File: config.mk
export PLATFORM = sky130hd
export DESIGN_NAME = uart_tx_queue_flat
export DESIGN_NICKNAME = d
export VERILOG_FILES = /design/src/rtl/uart_tx_queue_if.sv /design/src/rtl/uart_tx_queue.sv /design/src/flat_wrapper.sv
export SDC_FILE = /design/constraint.sdc
export NUM_CORES = 1
export LEC_CHECK = 0
export ABC_AREA = 1
export BUFFER_PORTS_ARGS = -buffer_cell sky130_fd_sc_hd__clkbuf_2
export CELL_PAD_IN_SITES_DETAIL_PLACEMENT = 1
export CELL_PAD_IN_SITES_GLOBAL_PLACEMENT = 2
export CORE_UTILIZATION = 44
export CTS_CLUSTER_DIAMETER = 80
export DETAILED_ROUTE_END_ITERATION = 8
export GPL_ROUTABILITY_DRIVEN = 1
export GPL_TIMING_DRIVEN = 0
export PLACE_DENSITY_LB_ADDON = 0.1
export RECOVER_POWER = 100
export SLEW_MARGIN = 25
export SYNTH_ARGS = -nofsm -noshare
export SYNTH_HDL_FRONTEND = slang
export SYNTH_SLANG_ARGS = --single-unit
File: constraint.sdc
create_clock -name clock -period 3.71 [get_ports clock]
set_input_delay 0.5565 -clock clock [delete_from_list [all_inputs] [get_ports clock]]
set_output_delay 0.5565 -clock clock [all_outputs]
set_load 0.05 [all_outputs]
File: src/rtl/uart_tx_queue_if.sv
// ----------------------------------------------------------------------------
// uart_tx_queue_if
// Groups the producer-side write port, the transmitter handshake and the
// status flags of uart_tx_queue into one bundle.
//   wr_en, wr_data  : byte push from the producer
//   tx_done         : end-of-frame pulse from the UART transmitter
//   clr_err         : clears the sticky error flags
//   tx_data, tx_send: byte and one-cycle start pulse toward the transmitter
//   full, empty,
//   count, busy     : queue and sequencer status
//   overflow,
//   tx_timeout      : sticky error flags
// The slave modport is the queue itself; master is whoever drives it.
// ----------------------------------------------------------------------------
interface uart_tx_queue_if #(
   parameter int AW = 4
);
   logic          wr_en;
   logic [7:0]    wr_data;
   logic          tx_done;
   logic          clr_err;
   logic [7:0]    tx_data;
   logic          tx_send;
   logic          full;
   logic          empty;
   logic [AW:0]   count;
   logic          busy;
   logic          overflow;
   logic          tx_timeout;

   modport slave (
      input  wr_en, wr_data, tx_done, clr_err,
      output tx_data, tx_send, full, empty, count, busy, overflow, tx_timeout
   );

   modport master (
      output wr_en, wr_data, tx_done, clr_err,
      input  tx_data, tx_send, full, empty, count, busy, overflow, tx_timeout
   );
endinterface

File: src/rtl/uart_tx_queue.sv
// ----------------------------------------------------------------------------
// uart_tx_queue
// Byte FIFO plus a two-state send sequencer in front of the UART transmitter.
// Bytes pushed at any rate are buffered and launched one at a time: each
// launch is a one-cycle tx_send pulse with tx_data held, after which the
// sequencer waits for tx_done (or a timeout) before launching the next byte.
// Ports:
//   clock   : system clock, rising edge
//   n_reset : asynchronous active-low reset
//   bus     : uart_tx_queue_if slave modport (write port, transmitter
//             handshake, status and sticky error flags)
// ----------------------------------------------------------------------------
module uart_tx_queue #(
   parameter int DEPTH       = 16,
   parameter int AW          = 4,
   parameter int TIMEOUT_CYC = 200000
) (
   input  logic            clock,
   input  logic            n_reset,
   uart_tx_queue_if.slave  bus
);

   localparam int TW = (TIMEOUT_CYC > 2) ? $clog2(TIMEOUT_CYC) : 1;

   typedef enum logic {
      ST_IDLE,
      ST_WAIT
   } state_t;

   logic [7:0]    mem [DEPTH];

   state_t        state_q, state_d;
   logic [AW-1:0] wr_ptr_q, wr_ptr_d;
   logic [AW-1:0] rd_ptr_q, rd_ptr_d;
   logic [AW:0]   count_q, count_d;
   logic          full_q, empty_q;
   logic [7:0]    tx_data_q, tx_data_d;
   logic          tx_send_q, tx_send_d;
   logic [TW-1:0] timer_q, timer_d;
   logic          overflow_q, overflow_d;
   logic          timeout_q, timeout_d;

   logic          pop;
   logic          push;
   logic          timerExpired;
   logic          overflowSet;
   logic          timeoutSet;

   // A pop frees a slot on the same edge, so a full queue still accepts a
   // write while the sequencer is launching.
   assign pop          = (state_q == ST_IDLE) && !empty_q;
   assign push         = bus.wr_en && (!full_q || pop);
   assign timerExpired = (timer_q == TW'(TIMEOUT_CYC - 1));
   assign overflowSet  = bus.wr_en && full_q && !pop;
   assign timeoutSet   = (state_q == ST_WAIT) && !bus.tx_done && timerExpired;

   // Storage needs no reset; occupancy is tracked by the pointers and count.
   always_ff @(posedge clock) begin
      if (push) begin
         mem[wr_ptr_q] <= bus.wr_data;
      end
   end

   always_ff @(posedge clock or negedge n_reset) begin
      if (!n_reset) begin
         state_q <= ST_IDLE;
      end else begin
         state_q <= state_d;
      end
   end

   always_comb begin
      state_d = state_q;
      case (state_q)
         ST_IDLE: begin
            if (!empty_q) begin
               state_d = ST_WAIT;
            end
         end
         ST_WAIT: begin
            if (bus.tx_done || timerExpired) begin
               state_d = ST_IDLE;
            end
         end
         default: state_d = ST_IDLE;
      endcase
   end

   always_comb begin
      wr_ptr_d   = wr_ptr_q;
      rd_ptr_d   = rd_ptr_q;
      count_d    = count_q;
      tx_data_d  = tx_data_q;
      tx_send_d  = pop;
      timer_d    = timer_q;
      overflow_d = overflowSet || (overflow_q && !bus.clr_err);
      timeout_d  = timeoutSet || (timeout_q && !bus.clr_err);

      if (push) begin
         wr_ptr_d = wr_ptr_q + AW'(1);
      end
      if (pop) begin
         rd_ptr_d  = rd_ptr_q + AW'(1);
         tx_data_d = mem[rd_ptr_q];
      end

      case ({push, pop})
         2'b10:   count_d = count_q + (AW+1)'(1);
         2'b01:   count_d = count_q - (AW+1)'(1);
         default: count_d = count_q;
      endcase

      if (pop) begin
         timer_d = '0;
      end else if ((state_q == ST_WAIT) && !bus.tx_done && !timerExpired) begin
         timer_d = timer_q + TW'(1);
      end
   end

   // full/empty are registered from the next-cycle count so they line up
   // with count itself.
   always_ff @(posedge clock or negedge n_reset) begin
      if (!n_reset) begin
         wr_ptr_q   <= '0;
         rd_ptr_q   <= '0;
         count_q    <= '0;
         full_q     <= 1'b0;
         empty_q    <= 1'b1;
         tx_data_q  <= 8'h00;
         tx_send_q  <= 1'b0;
         timer_q    <= '0;
         overflow_q <= 1'b0;
         timeout_q  <= 1'b0;
      end else begin
         wr_ptr_q   <= wr_ptr_d;
         rd_ptr_q   <= rd_ptr_d;
         count_q    <= count_d;
         full_q     <= (count_d == (AW+1)'(DEPTH));
         empty_q    <= (count_d == '0);
         tx_data_q  <= tx_data_d;
         tx_send_q  <= tx_send_d;
         timer_q    <= timer_d;
         overflow_q <= overflow_d;
         timeout_q  <= timeout_d;
      end
   end

   assign bus.tx_data    = tx_data_q;
   assign bus.tx_send    = tx_send_q;
   assign bus.full       = full_q;
   assign bus.empty      = empty_q;
   assign bus.count      = count_q;
   assign bus.busy       = (state_q == ST_WAIT);
   assign bus.overflow   = overflow_q;
   assign bus.tx_timeout = timeout_q;

endmodule

File: src/flat_wrapper.sv
// flat-port wrapper written by rule: the top's interface ports become plain ports
module uart_tx_queue_flat 
#(
   parameter int DEPTH       = 16,
   parameter int AW          = 4,
   parameter int TIMEOUT_CYC = 200000
)
  (clock, n_reset, bus_wr_en, bus_wr_data, bus_tx_done, bus_clr_err, bus_tx_data, bus_tx_send, bus_full, bus_empty, bus_count, bus_busy, bus_overflow, bus_tx_timeout);
  uart_tx_queue_if #(.AW(AW)) bus_i ();
  input  logic clock;
  input  logic n_reset;
  input wire logic [$bits(bus_i.wr_en)-1:0] bus_wr_en;
  input wire logic [$bits(bus_i.wr_data)-1:0] bus_wr_data;
  input wire logic [$bits(bus_i.tx_done)-1:0] bus_tx_done;
  input wire logic [$bits(bus_i.clr_err)-1:0] bus_clr_err;
  output wire logic [$bits(bus_i.tx_data)-1:0] bus_tx_data;
  output wire logic [$bits(bus_i.tx_send)-1:0] bus_tx_send;
  output wire logic [$bits(bus_i.full)-1:0] bus_full;
  output wire logic [$bits(bus_i.empty)-1:0] bus_empty;
  output wire logic [$bits(bus_i.count)-1:0] bus_count;
  output wire logic [$bits(bus_i.busy)-1:0] bus_busy;
  output wire logic [$bits(bus_i.overflow)-1:0] bus_overflow;
  output wire logic [$bits(bus_i.tx_timeout)-1:0] bus_tx_timeout;
  assign bus_i.wr_en = bus_wr_en;
  assign bus_i.wr_data = bus_wr_data;
  assign bus_i.tx_done = bus_tx_done;
  assign bus_i.clr_err = bus_clr_err;
  assign bus_tx_data = bus_i.tx_data;
  assign bus_tx_send = bus_i.tx_send;
  assign bus_full = bus_i.full;
  assign bus_empty = bus_i.empty;
  assign bus_count = bus_i.count;
  assign bus_busy = bus_i.busy;
  assign bus_overflow = bus_i.overflow;
  assign bus_tx_timeout = bus_i.tx_timeout;
  uart_tx_queue #(.DEPTH(DEPTH), .AW(AW), .TIMEOUT_CYC(TIMEOUT_CYC)) u_core (.clock(clock), .n_reset(n_reset), .bus(bus_i));
endmodule
==> results.py <==
metrics = {
    "status": {
        "status": "complete, but fails checks",
        "failed_checks": "capacitance limit, slew limit",
    },
    "power_and_ir_drop": {
        "swShare_pct": 43.3,
        "pwr_density_cell_nw_per_um2": 819,
        "p_clk_share_pct": 25.5,
        "power_switching_w": 0.00302,
        "internal_power_w": 0.00395,
        "p_leak_nw": 3.21,
        "pwr-share-seq_pct": 36.7,
        "irDropWorstVdd_mv": 0.420,
        "comb_power_share_pct": 37.8,
    },
    "cells_and_area": {
        "layout-area-overhead-vs-synth_pct": 12.4,
        "antenna_cells": 0,
        "final_cells": 1017,
        "num-nets-final": 806,
        "multi_input_area_um2": 2290,
        "ff_latch_area_um2": 4970,
        "postLayoutCoreUtil_pct": 50.9,
        "fin_area_um2": 8510,
        "fillerInstances": 1867,
        "drive_gt1_share_pct": 6.02,
    },
    "placed_design": {
        "dp_hpwl_um": 13900,
        "port_buffers": 31,
        "placed_area_um2": 8000,
        "gp_congestion": 0.833,
        "dpl.cell_count": 985,
    },
    "job": {
        "cap_violations": 1,
    },
    "cts": {
        "cts_buffers": 17,
        "post_cts_buffers": 0,
        "root_buffer": "clkbuf_16",
        "clk_path_buf_depth": 2,
        "cts_hold_buf": 0,
        "cts_tree": "built",
        "clock_sinks": 173,
        "clkLatencyLatePin_ns": 0.44,
        "htreeDepth": 4,
        "clk_pin_slew_ns": 0.07,
        "cts_resized": 0,
    },
    "sta": {
        "worst_pin_slew_ns": 2.78,
        "whs_ns": 0.317,
        "hold_violations": 0,
        "drv_slew": 46,
        "setup_viol": 0,
        "timing.final.crit_share_pct": 79.3,
        "fin_crit_ns": 2.94,
        "max_slew_margin_pct": -85.0,
        "fmax_mhz": 340,
        "worst_clock_skew_ns": 0.00914,
        "rsz0062_at_grt": "no",
        "setup_tns_ns": 0,
    },
    "detailed_routing": {
        "dr.pass1.iters": 4,
        "drt_first_iter_violations": 344,
        "drt-total-wl_um": 20200,
        "drc": 0,
        "final_antenna_net_count": 0,
        "viasPerCell": 5.37,
        "wire_per_inst_um": 19.9,
        "vias": 5463,
    },
    "grt": {
        "grt_pass1_vias": 5823,
        "grt_max_degree": 46,
        "grt_pass1_wl_um": 32400,
        "antenna_found_initial": 0,
        "overflow": 0,
        "track_usage_pct": 24.6,
    },
    "setup_path": {
        "criticalPathCategory": "register to register",
        "worstPathArrival_ns": 3.31,
        "end_kind": "register",
        "crit_fanout": 12,
        "required_ns": 4.08,
        "worstSetupStartpointType": "register",
    },
    "die": {
        "die_w_um": 133,
        "dieArea_um2": 17700,
        "num_rows": 47,
        "floorplan.initialDensity_pct": 45.3,
        "fp.coreArea_um2": 16700,
        "die_y_um": 133,
        "io_pins": 32,
    },
    "logic_synthesis": {
        "synthesis.area_um2": 7570,
        "synth_area_leaders": "edfxtp_1 (51%), dfrtp_1 (15%), nand2_1 (7.3%)",
        "synth_nets": 756,
        "syn_inst": 734,
        "ys_seq_elements": 173,
        "synth_top_area_share_pct": 50.8,
        "ys_warn_count": 0,
        "avgSynthCellArea_um2": 10.3,
        "yosysTopAreaCell": "edfxtp_1",
        "yosysSeqAreaShare_pct": 65.7,
        "synth.distinct_cells": 27,
    },
    "worst_hold_path": {
        "min_path_type": "input pin to register",
    },
}
final cells by class:
cell class,count,area share (%)
clock buffer,17,5.00
tap,220,3.24
sequential,173,58.4
timing repair buffer,31,1.41
inverter,34,1.50
multi-input combinational,497,27.0
clock inverter,15,1.97
buffer,30,1.50
worst paths after layout:
path,start,end,slack (ns),cells past startpoint
setup / recovery,u_core.bus.busy$_DFF_PN0_,u_core.bus.full$_DFF_PN0_,0.77,13
max in group asynchronous,n_reset,u_core.timer_q[12]$_DFFE_PN0P_,1.12,1
hold / removal,bus_clr_err,u_core.bus.overflow$_DFF_PN0_,0.32,2
min in group asynchronous,n_reset,u_core.timer_q[7]$_DFFE_PN0P_,1.01,1
hold reg to reg,u_core.bus.tx_data[1]$_DFFE_PN0P_,u_core.bus.tx_data[1]$_DFFE_PN0P_,0.49,2
setup reg to reg,u_core.bus.busy$_DFF_PN0_,u_core.bus.full$_DFF_PN0_,0.77,13
registers in the layout, indices dropped and copies added, names as in the netlist:
signal / flops
u_core.rd_ptr_q: 4
u_core.bus.empty: 1
u_core.mem: 128
u_core.wr_ptr_q: 4
u_core.bus.full: 1
u_core.bus.tx_data: 8
u_core.bus.busy: 1
u_core.bus.tx_send: 1
u_core.bus.tx_timeout: 1
u_core.bus.count: 5
u_core.bus.overflow: 1
u_core.timer_q: 18
cells by family after synthesis:
logic type | after synthesis | synth area share (%)
and+or+nand+nor | 365 | 20.1
DFF | 173 | 65.7
AOI/OAI and AO/OA | 106 | 7.25
buffers and inverters | 64 | 3.54
xor gates and xnor gates | 17 | 1.97
adders and majority gates | 9 | 1.49
power by group through the flow:
stage | Combinational, W | Sequential, W | Clock, W
finish | 0.00263 | 0.00255 | 0.00178
global route | 0.00292 | 0.00258 | 0.00188
CTS | 0.00272 | 0.00256 | 0.00181
detailed placement | 0.00269 | 0.00260 | 0
global placement | 0.00260 | 0.00258 | 0
floorplan | 0.00152 | 0.00286 | 0
cells in the final DEF (no fill, tap or decap), drive strengths merged, types with 2 or more instances in the layout:
master / count
o21ai: 93
xor2: 15
xnor2: 2
a31o: 2
or2: 2
nand2: 147
buf: 10
nor2: 151
ha: 9
nand3: 50
nand4: 11
clkinv: 8
a21oi: 2
nor3: 4
edfxtp: 128
dfrtp: 44
inv: 40
o22ai: 9
clkbuf: 68
Yosys cell counts:
master and n:
nand2_1 147, nor2_1 146, edfxtp_1 128, o21ai_0 86, nand3_1 49, dfrtp_1 44, inv_1 31, clkbuf_1 17
xor2_1 15, nand4_1 11, ha_1 9, o22ai_1 9, o21ai_1 7, buf_1 4, buf_2 4, buf_4 4
nor2_4 4, nor3_1 4, clkinv_1 3, a21oi_1 2, a31o_2 2, or2_2 2, xnor2_1 2, buf_6 1
dfstp_2 1, nand3_2 1, nor2_8 1
metrics by stage:
step,total power (W),setup WS (ns)
final,0.00697,0.767
after global routing,0.00738,0.507
after CTS,0.00708,0.649
after detailed placement,0.00529,0.657
after global placement,0.00518,0.846
after floorplan,0.00438,1.03
critical path, stage by stage (launching register included):
cell      delay (ns)
dfrtp_1         0.42
nor2_4          0.17
clkbuf_1        0.53
ha_1            0.40
nand2_1         0.11
inv_1           0.09
nor2_1          0.06
ha_1            0.27
nand2_1         0.06
o21ai_0         0.11
or2_2           0.29
nor2_1          0.11
nand3_1         0.12
nor2_1          0.12
layer usage:
metal | GRT usage (%) | part of all wire (%) | vias to the layer above | wire, µm
met2 | 39.9 | 48 | 80 | 9650
met4 | 7.26 | 2.0 | 0 | 395
met5 | 0 | 0 | - | 0
met1 | 33.5 | 47 | 2759 | 9530
met3 | 5.25 | 3.2 | 25 | 644
li1 | - | - | 2599 | -
No activity file was read; power rests on OpenSTA's default activity.
